`src/rtl/mcu_cpu_port_if.sv`:
```
// rtl/mcu_cpu_port_if.sv - cache, DMA and SDRAM-controller signals seen by the MCU CPU port
interface mcu_cpu_port_if;
  logic        dma_mcu_access;
  logic        mem_do_act;
  logic        mem_we;
  logic [31:0] mem_addr;
  logic [31:0] mem_dataintomem;
  logic        mem_ack;
  logic [31:0] mem_datafrommem;
  logic        dma_req;
  logic        dma_grant;
  logic        ctl_cmd_valid;
  logic        ctl_cmd_ready;
  logic        ctl_cmd_we;
  logic [29:0] ctl_cmd_addr;
  logic [31:0] ctl_cmd_wdata;
  logic        ctl_rd_valid;
  logic [31:0] ctl_rd_data;

  modport slave (
    output dma_mcu_access, mem_ack, mem_datafrommem, dma_grant,
           ctl_cmd_valid, ctl_cmd_we, ctl_cmd_addr, ctl_cmd_wdata,
    input  mem_do_act, mem_we, mem_addr, mem_dataintomem, dma_req,
           ctl_cmd_ready, ctl_rd_valid, ctl_rd_data
  );

  modport master (
    input  dma_mcu_access, mem_ack, mem_datafrommem, dma_grant,
           ctl_cmd_valid, ctl_cmd_we, ctl_cmd_addr, ctl_cmd_wdata,
    output mem_do_act, mem_we, mem_addr, mem_dataintomem, dma_req,
           ctl_cmd_ready, ctl_rd_valid, ctl_rd_data
  );
endinterface

```
`src/rtl/mcu_cpu_port.sv`:
```
// rtl/mcu_cpu_port.sv - arbitrates the SDRAM command port between cache and DMA, replays reads on the cache refill schedule
module mcu_cpu_port #(
  parameter int DMA_MAX_CYC = 64
) (
  input  logic        MCU_CLK,
  input  logic        RST,
  mcu_cpu_port_if.slave bus
);

  typedef enum logic [3:0] {
    S_IDLE, S_CMD, S_RDWAIT, S_ACK, S_GAP, S_DLV0, S_DLV1, S_HOLD, S_DMA
  } state_t;

  localparam logic [6:0] LP_DMA_MAX = 7'(DMA_MAX_CYC);

  state_t      r_state;
  state_t      w_next;

  logic        r_we;
  logic [29:0] r_addr;
  logic [31:0] r_wdata;
  logic [31:0] r_word0;
  logic [31:0] r_word1;
  logic        r_beat;
  logic [1:0]  r_gap_cnt;
  logic [6:0]  r_dma_cnt;
  logic        r_dma_first;

  logic        r_access;
  logic        r_ack;
  logic [31:0] r_rdata;
  logic        r_grant;
  logic        r_cmd_valid;

  logic        w_access;
  logic        w_ack;
  logic [31:0] w_rdata;
  logic        w_grant;
  logic        w_cmd_valid;
  logic        w_latch;
  logic        w_capture;
  logic [6:0]  w_dma_held;

  // Held count includes the current cycle; saturates so it can never wrap back under the limit.
  assign w_dma_held = (r_dma_cnt == 7'h7f) ? 7'h7f : r_dma_cnt + 7'd1;

  always_ff @(posedge MCU_CLK or negedge RST) begin
    if (!RST) r_state <= S_IDLE;
    else      r_state <= w_next;
  end

  always_comb begin
    w_next = r_state;
    case (r_state)
      S_IDLE: begin
        if (bus.mem_do_act && !(r_dma_first && bus.dma_req)) w_next = S_CMD;
        else if (bus.dma_req)                                w_next = S_DMA;
      end
      S_CMD:    if (bus.ctl_cmd_ready) w_next = r_we ? S_ACK : S_RDWAIT;
      S_RDWAIT: if (bus.ctl_rd_valid && r_beat) w_next = S_ACK;
      S_ACK:    w_next = r_we ? S_HOLD : S_GAP;
      S_GAP:    if (r_gap_cnt == 2'd2) w_next = S_DLV0;
      S_DLV0:   w_next = S_DLV1;
      S_DLV1:   w_next = S_HOLD;
      S_HOLD:   w_next = S_IDLE;
      S_DMA:    if (!bus.dma_req || (w_dma_held >= LP_DMA_MAX)) w_next = S_IDLE;
      default:  w_next = S_IDLE;
    endcase
  end

  // Outputs are decoded from the next state so every port comes straight off a flop.
  always_comb begin
    w_access    = (w_next == S_IDLE);
    w_ack       = (w_next == S_ACK);
    w_grant     = (w_next == S_DMA);
    w_cmd_valid = (w_next == S_CMD);
    w_rdata     = r_rdata;
    if (w_next == S_DLV0) w_rdata = r_word0;
    if (w_next == S_DLV1) w_rdata = r_word1;
    w_latch     = (r_state == S_IDLE) && (w_next == S_CMD);
    w_capture   = bus.ctl_rd_valid &&
                  (((r_state == S_CMD) && bus.ctl_cmd_ready && !r_we) || (r_state == S_RDWAIT));
  end

  always_ff @(posedge MCU_CLK or negedge RST) begin
    if (!RST) begin
      r_we        <= 1'b0;
      r_addr      <= '0;
      r_wdata     <= '0;
      r_word0     <= '0;
      r_word1     <= '0;
      r_beat      <= 1'b0;
      r_gap_cnt   <= '0;
      r_dma_cnt   <= '0;
      r_dma_first <= 1'b0;
      r_access    <= 1'b1;
      r_ack       <= 1'b0;
      r_rdata     <= '0;
      r_grant     <= 1'b0;
      r_cmd_valid <= 1'b0;
    end else begin
      r_access    <= w_access;
      r_ack       <= w_ack;
      r_rdata     <= w_rdata;
      r_grant     <= w_grant;
      r_cmd_valid <= w_cmd_valid;
      if (w_latch) begin
        r_we    <= bus.mem_we;
        r_addr  <= bus.mem_addr[29:0];
        r_wdata <= bus.mem_dataintomem;
        r_beat  <= 1'b0;
      end
      if (w_capture) begin
        if (!r_beat) begin
          r_word0 <= bus.ctl_rd_data;
          r_beat  <= 1'b1;
        end else begin
          r_word1 <= bus.ctl_rd_data;
        end
      end
      r_gap_cnt <= (r_state == S_GAP) ? r_gap_cnt + 2'd1 : 2'd0;
      r_dma_cnt <= (r_state == S_DMA) ? w_dma_held : 7'd0;
      // DMA gets first pick only if it was kept waiting behind a CPU transaction.
      if ((r_state == S_HOLD) && (w_next == S_IDLE))     r_dma_first <= bus.dma_req;
      else if ((r_state == S_DMA) && (w_next == S_IDLE)) r_dma_first <= 1'b0;
    end
  end

  assign bus.dma_mcu_access  = r_access;
  assign bus.mem_ack         = r_ack;
  assign bus.mem_datafrommem = r_rdata;
  assign bus.dma_grant       = r_grant;
  assign bus.ctl_cmd_valid   = r_cmd_valid;
  assign bus.ctl_cmd_we      = r_we;
  assign bus.ctl_cmd_addr    = r_addr;
  assign bus.ctl_cmd_wdata   = r_wdata;

endmodule

```
`src/flat_wrapper.sv`:
```
// flat-port wrapper written by rule: the top's interface ports become plain ports
module mcu_cpu_port_flat 
#(
  parameter int DMA_MAX_CYC = 64
)
  (MCU_CLK, RST, bus_dma_mcu_access, bus_mem_ack, bus_mem_datafrommem, bus_dma_grant, bus_ctl_cmd_valid, bus_ctl_cmd_we, bus_ctl_cmd_addr, bus_ctl_cmd_wdata, bus_mem_do_act, bus_mem_we, bus_mem_addr, bus_mem_dataintomem, bus_dma_req, bus_ctl_cmd_ready, bus_ctl_rd_valid, bus_ctl_rd_data);
  mcu_cpu_port_if bus_i ();
  input  logic MCU_CLK;
  input  logic RST;
  output wire logic [$bits(bus_i.dma_mcu_access)-1:0] bus_dma_mcu_access;
  output wire logic [$bits(bus_i.mem_ack)-1:0] bus_mem_ack;
  output wire logic [$bits(bus_i.mem_datafrommem)-1:0] bus_mem_datafrommem;
  output wire logic [$bits(bus_i.dma_grant)-1:0] bus_dma_grant;
  output wire logic [$bits(bus_i.ctl_cmd_valid)-1:0] bus_ctl_cmd_valid;
  output wire logic [$bits(bus_i.ctl_cmd_we)-1:0] bus_ctl_cmd_we;
  output wire logic [$bits(bus_i.ctl_cmd_addr)-1:0] bus_ctl_cmd_addr;
  output wire logic [$bits(bus_i.ctl_cmd_wdata)-1:0] bus_ctl_cmd_wdata;
  input wire logic [$bits(bus_i.mem_do_act)-1:0] bus_mem_do_act;
  input wire logic [$bits(bus_i.mem_we)-1:0] bus_mem_we;
  input wire logic [$bits(bus_i.mem_addr)-1:0] bus_mem_addr;
  input wire logic [$bits(bus_i.mem_dataintomem)-1:0] bus_mem_dataintomem;
  input wire logic [$bits(bus_i.dma_req)-1:0] bus_dma_req;
  input wire logic [$bits(bus_i.ctl_cmd_ready)-1:0] bus_ctl_cmd_ready;
  input wire logic [$bits(bus_i.ctl_rd_valid)-1:0] bus_ctl_rd_valid;
  input wire logic [$bits(bus_i.ctl_rd_data)-1:0] bus_ctl_rd_data;
  assign bus_dma_mcu_access = bus_i.dma_mcu_access;
  assign bus_mem_ack = bus_i.mem_ack;
  assign bus_mem_datafrommem = bus_i.mem_datafrommem;
  assign bus_dma_grant = bus_i.dma_grant;
  assign bus_ctl_cmd_valid = bus_i.ctl_cmd_valid;
  assign bus_ctl_cmd_we = bus_i.ctl_cmd_we;
  assign bus_ctl_cmd_addr = bus_i.ctl_cmd_addr;
  assign bus_ctl_cmd_wdata = bus_i.ctl_cmd_wdata;
  assign bus_i.mem_do_act = bus_mem_do_act;
  assign bus_i.mem_we = bus_mem_we;
  assign bus_i.mem_addr = bus_mem_addr;
  assign bus_i.mem_dataintomem = bus_mem_dataintomem;
  assign bus_i.dma_req = bus_dma_req;
  assign bus_i.ctl_cmd_ready = bus_ctl_cmd_ready;
  assign bus_i.ctl_rd_valid = bus_ctl_rd_valid;
  assign bus_i.ctl_rd_data = bus_ctl_rd_data;
  mcu_cpu_port #(.DMA_MAX_CYC(DMA_MAX_CYC)) u_core (.MCU_CLK(MCU_CLK), .RST(RST), .bus(bus_i));
endmodule
```
`config.mk`:
```
export PLATFORM = sky130hd
export DESIGN_NAME = mcu_cpu_port_flat
export DESIGN_NICKNAME = d
export VERILOG_FILES = /design/src/rtl/mcu_cpu_port_if.sv /design/src/rtl/mcu_cpu_port.sv /design/src/flat_wrapper.sv
export SDC_FILE = /design/constraint.sdc
export NUM_CORES = 1
export LEC_CHECK = 0
export CAP_MARGIN = 25
export CORE_MARGIN = 1.5
export CORE_UTILIZATION = 55
export CTS_BUF_LIST = sky130_fd_sc_hd__clkbuf_4 sky130_fd_sc_hd__clkbuf_8
export CTS_CLUSTER_DIAMETER = 80
export DETAILED_ROUTE_END_ITERATION = 10
export DONT_BUFFER_PORTS = 1
export MAX_ROUTING_LAYER = met4
export PLACE_DENSITY = 0.79
export SYNTH_ARGS = -nofsm -noshare
export SYNTH_HDL_FRONTEND = slang
export SYNTH_SLANG_ARGS = --single-unit
```
`constraint.sdc`:
```
create_clock -name MCU_CLK -period 1.68 [get_ports MCU_CLK]
set_input_delay 0.336 -clock MCU_CLK [delete_from_list [all_inputs] [get_ports MCU_CLK]]
set_output_delay 0.336 -clock MCU_CLK [all_outputs]
set_load 0.01 [all_outputs]
```
Word-level counts from Yosys, hierarchy flattened
Index checks and enable logic that the tools add are counted.
{"block": "totals", "ram_bits": 0, "inputBits": 103, "wordCells": 73, "memories": 0, "rom_bits": 0, "reg_bits": 178, "latchBits": 0, "output_inout_bits": 99}
{"block": "op_classes", "order_cmp": 1, "eq_ne": 15, "reduce_logical": 20, "div": 0, "add_sub_neg": 2, "shift": 0, "mux": 19, "n_bitwise": 1, "n_mul": 0}
{"operator": "32-bit two-way mux", "n": 2}
{"operator": "4-bit case mux with 8 select lines", "n": 1}
{"operator": "4-bit by 3-bit equality test with 1-bit output (second input constant)", "n": 6}
{"operator": "4-bit two-way mux", "n": 6}
{"operator": "7-bit two-way mux", "n": 2}
{"operator": "4-bit by 2-bit equality test with 1-bit output (second input constant)", "n": 3}
{"operator": "1-bit logical AND", "n": 9}
{"operator": "4-bit by 1-bit equality test with 1-bit output (second input constant)", "n": 2}
{"operator": "4-bit equality test (second input constant)", "n": 2}
{"operator": "4-bit logical NOT", "n": 2}
{"operator": "7-bit by 1-bit adder with 7-bit output (second input constant)", "n": 1}
{"operator": "7-bit equality test (second input constant)", "n": 1}
{"operator": "7-bit greater-or-equal comparator (second input constant)", "n": 1}
{"operator": "1-bit two-way mux", "n": 6}
{"operator": "2-bit two-way mux", "n": 2}
{"operator": "2-bit AND reduction", "n": 2}
{"operator": "2-bit nonzero test", "n": 2}
{"operator": "1-bit logical NOT", "n": 3}
{"operator": "2-bit by 1-bit adder with 2-bit output (second input constant)", "n": 1}
{"operator": "2-bit equality test (second input constant)", "n": 1}
{"operator": "1-bit logical OR", "n": 2}
{"operator": "1-bit inverter", "n": 1}

Logic depth before layout (Yosys ltp)
Gate-level depths: netlist of the first run.
{"block": "logic_depth", "word_depth": 11, "mapped_depth": 7}

Worst setup path after synthesis of the first run
No wires, ideal clock.
{"block": "synth_path", "path_type": "reg2reg", "start": "reg u_core.r_dma_cnt[0]", "end": "reg u_core.r_cmd_valid (netlist: u_core.bus.ctl_cmd_valid)", "required_time_ps": 1545, "stages_incl_launch_ff": 6, "arrival_time_ps": 1471, "period_less_slack_ps": 1606, "setup_slack_ps": 74, "path_cell_list": "dfrtp_1 -> ha_1 -> and3_1 -> a31o_2 -> o311ai_0 -> nor2_1"}
{"block": "synth_via", "elab_chain_len": 7, "elab_cells_between_ends": 8}
{"element": "start, declared", "line": "mcu_cpu_port.sv:26", "rtl": "logic [6:0] r_dma_cnt;"}
{"element": "start signal, assigned", "line": "mcu_cpu_port.sv:122", "rtl": "r_dma_cnt <= (r_state == S_DMA) ? w_dma_held : 7'd0;"}
{"element": "7-bit by 1-bit adder with 7-bit output or 7-bit equality test (tied branches)", "line": "mcu_cpu_port.sv:45", "rtl": "assign w_dma_held = (r_dma_cnt == 7'h7f) ? 7'h7f : r_dma_cnt + 7'd1;"}
{"element": "7-bit two-way mux *", "line": "mcu_cpu_port.sv:45"}
{"element": "7-bit greater-or-equal comparator *", "line": "mcu_cpu_port.sv:66", "rtl": "S_DMA: if (!bus.dma_req || (w_dma_held >= LP_DMA_MAX)) w_next = S_IDLE;"}
{"element": "1-bit logical OR *", "line": "mcu_cpu_port.sv:66"}
{"element": "4-bit two-way mux *", "line": "mcu_cpu_port.sv:66"}
{"element": "4-bit case mux with 8 select lines *", "line": "mcu_cpu_port.sv:54", "rtl": "case (r_state)"}
{"element": "4-bit by 1-bit equality test with 1-bit output *", "line": "mcu_cpu_port.sv:76", "rtl": "w_cmd_valid = (w_next == S_CMD);"}
{"element": "net u_core.w_cmd_valid", "line": "mcu_cpu_port.sv:39", "rtl": "logic w_cmd_valid;"}
{"element": "end signal, assigned", "line": "mcu_cpu_port.sv:106", "rtl": "r_cmd_valid <= w_cmd_valid;"}
{"element": "end, declared", "line": "mcu_cpu_port.sv:33", "rtl": "logic r_cmd_valid;"}
The timed path passes the listed nets; every way through them passes the cells marked *.
A chain may end at the register's enable or synchronous reset.

Worst setup path in the final report of the first run
{"block": "layout_path", "start": "reg u_core.r_state[1]", "end": "reg u_core.r_rdata[0] (netlist: u_core.bus.mem_datafrommem[0])"}
{"block": "layout_via", "elab_chain_len": 5, "elab_cells_between_ends": 19}
{"element": "start, declared", "line": "mcu_cpu_port.sv:16", "rtl": "state_t r_state;"}
{"element": "start signal, assigned", "line": "mcu_cpu_port.sv:49", "rtl": "else r_state <= w_next;"}
{"element": "4-bit two-way mux", "line": "mcu_cpu_port.sv:57", "rtl": "else if (bus.dma_req) w_next = S_DMA;"}
{"element": "4-bit two-way mux", "line": "mcu_cpu_port.sv:56", "rtl": "if (bus.mem_do_act && !(r_dma_first && bus.dma_req)) w_next = S_CMD;"}
{"element": "4-bit case mux with 8 select lines *", "line": "mcu_cpu_port.sv:54"}
{"element": "4-bit by 3-bit equality test with 1-bit output, on equally long branches", "line": "mcu_cpu_port.sv:79, mcu_cpu_port.sv:78"}
{"element": "32-bit two-way mux or 2-bit nonzero test (tied branches)"}
{"element": "end signal, assigned", "line": "mcu_cpu_port.sv:104", "rtl": "r_rdata <= w_rdata;"}
{"element": "end, declared", "line": "mcu_cpu_port.sv:31", "rtl": "logic [31:0] r_rdata;"}
Mark *: on every way between the ends. The rest lies on a longest branch, timed or not.

==> impl_summary.log, run 1 <==
[metrics] most common flop cell mapped by yosys: dfrtp_1
[metrics] Routed Antenna Nets: 0
[metrics] endpoint required time on the critical path: 2.02 ns
[metrics] final core utilization: 69.70%
[metrics] TritonCTS Buffers: 17
[metrics] relative area change from synthesis to final layout: 23.26%
[metrics] Starting Density: 56.55%
[metrics] number of I/O pins: 202
[metrics] vias in the first global route: 4607
[metrics] critical path arrival: 2.00 ns
[metrics] routed wire length: 15.78 mm
[metrics] Filler Cells Inserted: 867
[metrics] violations in the final reports: hold timing
[metrics] clk sinks: 178
[metrics] period utilization: 98.47%
[metrics] floorplan die area: 0.01372 mm²
[metrics] share of synthesized registers carrying an async set or reset: 100.0%
[metrics] peak ir drop on the vdd network: 1.124 mV
[metrics] Core Rows: 41
[metrics] count of TritonRoute iterations in the first routing pass: 5
[metrics] initial drt markers: 254
[metrics] maximum root-to-sink buffer count: 2
[metrics] number of enable flip-flop cells after synthesis: 0
[metrics] largest net degree at the start of global routing: 179
[metrics] min Tclk post-route: 1.654 ns
[metrics] total via count after detailed routing: 4348
[metrics] leakage power summed over all cells: 3.804 nW
[metrics] Synth area leaders: dfrtp_1 (62%), mux2_2 (12%), mux2_1 (7.9%)
[metrics] worst min-delay path category: in2async
[metrics] worst slew pin tran: 0.3451 ns
[metrics] clock insertion delay at the later pin of the skew report: 0.47 ns
[metrics] Post-Syn Area: 0.007166 mm²
[metrics] critical-path cell list: buf_4 -> nand2b_4 -> nor2b_4 -> buf_12 -> buf_12 -> mux2i_1 -> a21oi_1
[metrics] share of final-layout standard cells stronger than drive strength 1: 23.79%
[metrics] cell type contributing the most total cell area after synthesis: dfrtp_1
[metrics] number of vias per cell after detailed routing: 5.504
[metrics] crit path max-delay cell type: dfrtp_1
[metrics] wire length of the first global-routing pass: 23.38 mm
[metrics] Root Buffer Master: clkbuf_8
[metrics] antenna violations before repair: 0
[metrics] Post-route DRC: 0
[metrics] die height: 117.1 µm
[metrics] area of the core: 0.01267 mm²
[metrics] clock transition at the registers of the reported paths: 0.09 ns
[metrics] Yosys top cell area share: 61.81%
[metrics] flip-flop and latch count after synthesis: 178
[metrics] clock tree from TritonCTS: done
[metrics] Hold Vio Cnt, Final: 178
[metrics] Highest Clock Rate: 604.5 MHz
[metrics] Overflow after GRT: 0
[metrics] CP endpoint kind: flip-flop
[metrics] Max Clock Skew: 0.01581 ns
[metrics] Avg WL per Cell: 19.97 µm
[metrics] crit-path most repeated cell: buf_12
[metrics] largest incremental delay on the critical path: 0.40 ns
[metrics] number of diodes: 0
[metrics] hold slack: -0.4460 ns
[metrics] Buffers on Ports: 0
[metrics] routability congestion estimate from global placement: 0.7860
[metrics] synthesized netlist net count: 603
[metrics] multi-input gate area in the final layout: 0.002507 mm²
[metrics] total of max-cap violations: 0
[metrics] Pwr per Cell Area: 1734 mW/mm²
[metrics] area occupied by registers: 0.004459 mm²
[metrics] mean post-synth cell area: 14.39 µm²
[metrics] library cells used by synthesis: 43
[metrics] Max Transition Viols Final: 0
[metrics] Max FO, Critical Path: 9
[metrics] final sum of negative setup slack: 0 ns
[metrics] setup violators final: 0
[metrics] Ys Warns: 0
[metrics] HPWL reported at the end of detailed placement: 9.111 mm
[metrics] launching element type of the critical path: flip-flop
[metrics] result of the run: finished with violations
[metrics] part of the Yosys area used for sequential elements: 62.18%
[metrics] Syn Inst Count: 498
[metrics] setup repair after global routing missed its margin: yes
[metrics] overall die width: 117.1 µm
[metrics] slew margin rel.: 77.00%
[metrics] critical path type: reg2reg
[metrics] total track usage: 23.88%
[metrics] deepest level of the CTS H-tree: 4
[metrics] count of nets after finishing: 711
-- state kept, by name, summed over array words and instances, names as in the netlist --
name and count:
u_core.bus.ctl_cmd_addr 30, u_core.bus.ctl_cmd_valid 1, u_core.bus.ctl_cmd_wdata 32, u_core.bus.ctl_cmd_we 1
u_core.bus.dma_grant 1, u_core.bus.dma_mcu_access 1, u_core.bus.mem_ack 1, u_core.bus.mem_datafrommem 32
u_core.r_beat 1, u_core.r_dma_cnt 7, u_core.r_dma_first 1, u_core.r_gap_cnt 2
u_core.r_state 4, u_core.r_word0 32, u_core.r_word1 32
-- kinds of logic (layout without fill, tap and decap cells) --
kind of cell    after synthesis  in the layout  share of synthesized area [%]
xor+xnor                      5              5                         0.6113
compound gates               52             52                          4.313
buf+inv                      33            153                          3.038
flops                       178            178                          62.18
fa+ha+maj                     2              2                         0.3492
mux                         159            159                          24.43
simple gates                 69             69                          5.081
-- power breakdown --
group	switching [mW]	internal, mW
clock	1.52	1.37
combinational	1.68	2.31
sequential	2.06	6.38
total	5.26	10.1
-- worst max-delay path: cells and delay by family, from the launching register on --
kind            cells  cell delay, ns
flops               1            0.40
mux                 1            0.25
simple gates        2            0.32
compound gates      1            0.11
buf+inv             3            0.45
-- Yosys cell counts (3+ instances only) --
cell type	count
dfrtp_1	177
mux2_2	77
mux2_1	50
a21oi_1	39
nor2_1	38
mux2i_1	32
buf_4	10
buf_2	9
buf_6	6
inv_1	5
nand2_1	5
nand2b_1	4
nand3_1	4
clkbuf_1	3
nor2b_1	3
xnor2_1	3
-- stage by stage --
stage	instances	setup slack [ns]	area (µm²)	total power [mW]
finish	790	0.02575	8832	15.31
detailed placement	661	-0.07328	7407	12.10
global route	790	-0.03985	8832	16.29
global placement	661	0.004928	7407	11.78
floorplan	498	0.07423	7166	11.03
CTS	783	0.004611	8711	15.18
-- path summary, 6_finish.rpt --
path	startpoint	end	slack, ns	depth (start not counted)
max in group asynchronous	RST	u_core.bus.dma_mcu_access	1.85	0
hold reg to reg	u_core.r_gap_cnt[0]	u_core.r_gap_cnt[0]	0.45	1
setup reg to reg	u_core.r_state[1]	u_core.bus.mem_datafrommem[0]	0.03	7
min in group MCU_CLK	bus_ctl_rd_data[1]	u_core.r_word1[1]	0.03	1
setup / recovery	u_core.r_state[1]	u_core.bus.mem_datafrommem[0]	0.03	7
hold / removal	RST	u_core.r_word0[7]	-0.45	0
-- placed cells by master (no fill, tap or decap), types with 2 or more instances in the layout --
master,count
a21oi_1,39
buf_12,7
buf_4,13
bufinv_16,2
clkbuf_16,2
clkbuf_8,18
clkinv_2,2
clkinv_4,5
clkinvlp_4,3
dfrtp_1,174
dfrtp_2,3
dlygate4sd3_1,94
ha_1,2
inv_1,5
mux2_1,50
mux2_2,77
mux2i_1,32
nand2_1,5
nand2b_1,4
nand3_1,4
nand4_1,2
nor2_1,38
nor2_2,2
nor2b_1,2
nor4_1,2
o31ai_1,2
xnor2_1,3
xor2_1,2
-- timing repair --
| item | 4_1_cts | 5_1_grt |
|---|---|---|
| buffers inserted | 0 | 2 |
| hold buffers | 91 | 3 |
| endpoints found under the setup margin | 3 | 111 |
| resized for setup | 2 | 4 |
| gates cloned | 0 | 2 |
| endpoints found under the hold margin | 300 | 181 |
-- per-layer routing --
metal | GRT usage [%] | share of wire (%) | vias to the layer above
met3 | 10.25 | 9.6 | 22
met5 | - | 0 | -
met2 | 40.16 | 50 | 168
met4 | 9.317 | 1.9 | 0
met1 | 24.78 | 38 | 2186
li1 | - | - | 1972
-- final cells by class --
type	instances	share of cell area, %
Inverter	5	0.2125
Clock buffer	19	2.890
Tap cell	172	2.437
Timing Repair Buffer	117	14.04
Multi-Input combinational cell	287	28.39
Clock inverter	12	1.544
Sequential cell	178	50.49
(Power assumes the default switching activity.)
==> run 2, diff against run 1 <==
Settings changed: HOLD_SLACK_MARGIN set to 0.15.
==> run 2 against run 1 <==
Effect of this change: the flow still finishes with violations (hold timing); first-iteration DRC count is 1.6% higher; clock power about the same; register-to-register slack about the same; critical path type unchanged.
==> impl_summary.log, run 2 (synthesis gave the netlist of run 1 again) <==
[metrics] HPWL reported at the end of detailed placement: 9.111 mm (unchanged)
[metrics] overall die width: 117.1 µm (unchanged)
[metrics] maximum root-to-sink buffer count: 2 (unchanged)
[metrics] count of TritonRoute iterations in the first routing pass: 4 (-1)
[metrics] period utilization: 98.56% (about the same)
[metrics] timing endpoint of the critical path: u_core.bus.mem_datafrommem[0]
[metrics] number of I/O pins: 202 (unchanged)
[metrics] total of max-cap violations: 0 (unchanged)
[metrics] min Tclk post-route: 1.656 ns (+0.001553 ns)
[metrics] Max Clock Skew: 0.01540 ns (-0.0004189 ns)
[metrics] deepest level of the CTS H-tree: 4 (unchanged)
[metrics] critical path type: reg2reg
[metrics] Max FO, Critical Path: 9 (unchanged)
[metrics] Worst Setup Slack, final: 0.02420 ns (-0.001553 ns)
[metrics] total track usage: 24.01% (+0.14 points)
[metrics] setup violators final: 0 (unchanged)
[metrics] final sum of negative setup slack: 0 ns (unchanged)
[metrics] peak ir drop on the vdd network: 1.112 mV (-1.1%)
[metrics] Routed Antenna Nets: 0 (unchanged)
[metrics] die height: 117.1 µm (unchanged)
[metrics] clock tree from TritonCTS: done
[metrics] share of final-layout standard cells stronger than drive strength 1: 23.71% (-0.077 points)
[metrics] leading cell types in the layout, fill and taps excluded: dfrtp_1 (174), dlygate4sd3_1 (96), mux2_2 (77)
[metrics] hold buffers post-CTS: 96 (+5.5%)
[metrics] floorplan die area: 0.01372 mm² (unchanged)
[metrics] antenna violations before repair: 0 (unchanged)
[metrics] initial drt markers: 258 (+1.6%)
[metrics] Buffers on Ports: 0 (unchanged)
[metrics] Avg WL per Cell: 20.06 µm (+0.42%)
[metrics] slew margin rel.: 72.80% (-4.2 points)
[metrics] Max Transition Viols Final: 0 (unchanged)
[metrics] relative area change from synthesis to final layout: 23.54%
[metrics] largest net degree at the start of global routing: 179 (unchanged)
[metrics] result of the run: finished with violations
[metrics] wire length of the first global-routing pass: 23.47 mm (+0.41%)
[metrics] reg-to-reg startpoint: u_core.r_state[1]
[metrics] routed wire length: 15.88 mm (+0.67%)
[metrics] TritonCTS Buffers: 17 (unchanged)
[metrics] Core Rows: 41 (unchanged)
[metrics] worst setup path startpoint: u_core.r_state[1]
[metrics] worst slew pin tran: 0.4080 ns (+0.06294 ns)
[metrics] DP Worst Slack: -0.07328 ns (unchanged)
[metrics] hold slack: -0.4469 ns (-0.0009460 ns)
[metrics] Hold Vio Cnt, Final: 178 (unchanged)
[metrics] number of vias per cell after detailed routing: 5.518 (+0.25%)
[metrics] count of nets after finishing: 713 (+0.28%)
[metrics] total via count after detailed routing: 4370 (+0.51%)
[metrics] Root Buffer Master: clkbuf_8
[metrics] clock transition at the registers of the reported paths: 0.09 ns (about the same)
[metrics] Pwr per Cell Area: 1733 mW/mm² (about the same)
[metrics] Highest Clock Rate: 603.9 MHz (about the same)
[metrics] critical path arrival: 2.00 ns (about the same)
[metrics] final core utilization: 69.86% (+0.16 points)
[metrics] area of the core: 0.01267 mm² (unchanged)
[metrics] Overflow after GRT: 0 (unchanged)
[metrics] clock insertion delay at the later pin of the skew report: 0.47 ns (about the same)
[metrics] number of diodes: 0 (unchanged)
[metrics] routability congestion estimate from global placement: 0.7860 (unchanged)
[metrics] vias in the first global route: 4698 (+2.0%)
[metrics] CP endpoint kind: flip-flop
[metrics] launching element type of the critical path: flip-flop
[metrics] most common cell after layout, fill and taps aside: dfrtp_1
[metrics] leakage power summed over all cells: 3.810 nW (+0.17%)
[metrics] setup repair after global routing missed its margin: yes
[metrics] worst-case register-to-register setup slack: 0.02 ns (about the same)
[metrics] violations in the final reports: hold timing
[metrics] clk sinks: 178 (unchanged)
[metrics] Starting Density: 56.55% (unchanged)
[metrics] worst min-delay path category: in2async
[metrics] Post-route DRC: 0 (unchanged)
[metrics] reg-to-reg critical path endpoint: u_core.bus.mem_datafrommem[0]
[metrics] placed instance count: 661 (unchanged)
[metrics] post-route non-filler standard cell count: 792 (+0.25%)
[metrics] number of cell instances on the worst register-to-register path: 7 (unchanged)
[metrics] endpoint required time on the critical path: 2.03 ns (about the same)
-- run 2: changes by cell type in the layout (fill, tap and decap cells not counted) --
cell           previous run  this run
dlygate4sd3_1            94        96
-- run 2: final cells by class --
class | instances | area [µm²]
Fill cell | 854 | 3819
Sequential cell | 178 | 4459
Clock buffer | 19 | 255.2
Tap cell | 172 | 215.2
Timing Repair Buffer | 119 | 1260
Inverter | 5 | 18.77
Multi-Input combinational cell | 287 | 2507
Clock inverter | 12 | 136.4
-- run 2: worst min path at each step --
stage / from / end / slack, ns / cells after the start
after floorplan: RST / u_core.bus.ctl_cmd_addr[0] / 0.04 / 0
after global placement: RST / u_core.bus.mem_datafrommem[8] / 0.04 / 0
after detailed placement: RST / u_core.r_word0[7] / 0.04 / 0
after CTS: RST / u_core.r_word1[10] / -0.47 / 0
after global routing: RST / u_core.r_word0[2] / -0.48 / 0
final: RST / u_core.bus.mem_datafrommem[7] / -0.45 / 0
-- run 2: metal layers --
layer  up-vias  global-route usage (%)  part of all wire [%]
met4         0                   9.478                   2.2
met3        27                   10.66                   9.6
met2       171                   40.23                    50
met5         -                       -                     0
met1      2195                   24.77                    38
li1       1977                       -                     -
-- run 2: repair_timing --
item                       in CTS  in global routing
hold endpoints to repair      308                178
buffers inserted                0                  2
resized for setup               2                  4
cloned                          0                  2
setup endpoints to repair       3                111
pin swaps                       0                  1
-- run 2: report_power, final --
part           switching [mW]  internal (mW)
clock network            1.52           1.37
logic                    1.69           2.31
registers                2.06           6.38
-- run 2: worst max-delay path, cell delays in order, from the launching register on --
cell and delay, ns:
dfrtp_1 0.40, buf_4 0.18, nand2b_4 0.18, nor2b_4 0.14, buf_12 0.14, buf_12 0.14, mux2i_1 0.25, a21oi_1 0.12
-- run 2: stage by stage --
stage	cell area, µm²	power [mW]	hold WS (ns)
2_1_floorplan	7166	11.03	0.04041
3_3_place_gp	7407	11.78	0.04399
3_5_place_dp	7407	12.10	0.04374
4_1_cts	8761	15.19	-0.4739
5_1_grt	8852	16.30	-0.4805
6_report	8852	15.34	-0.4469
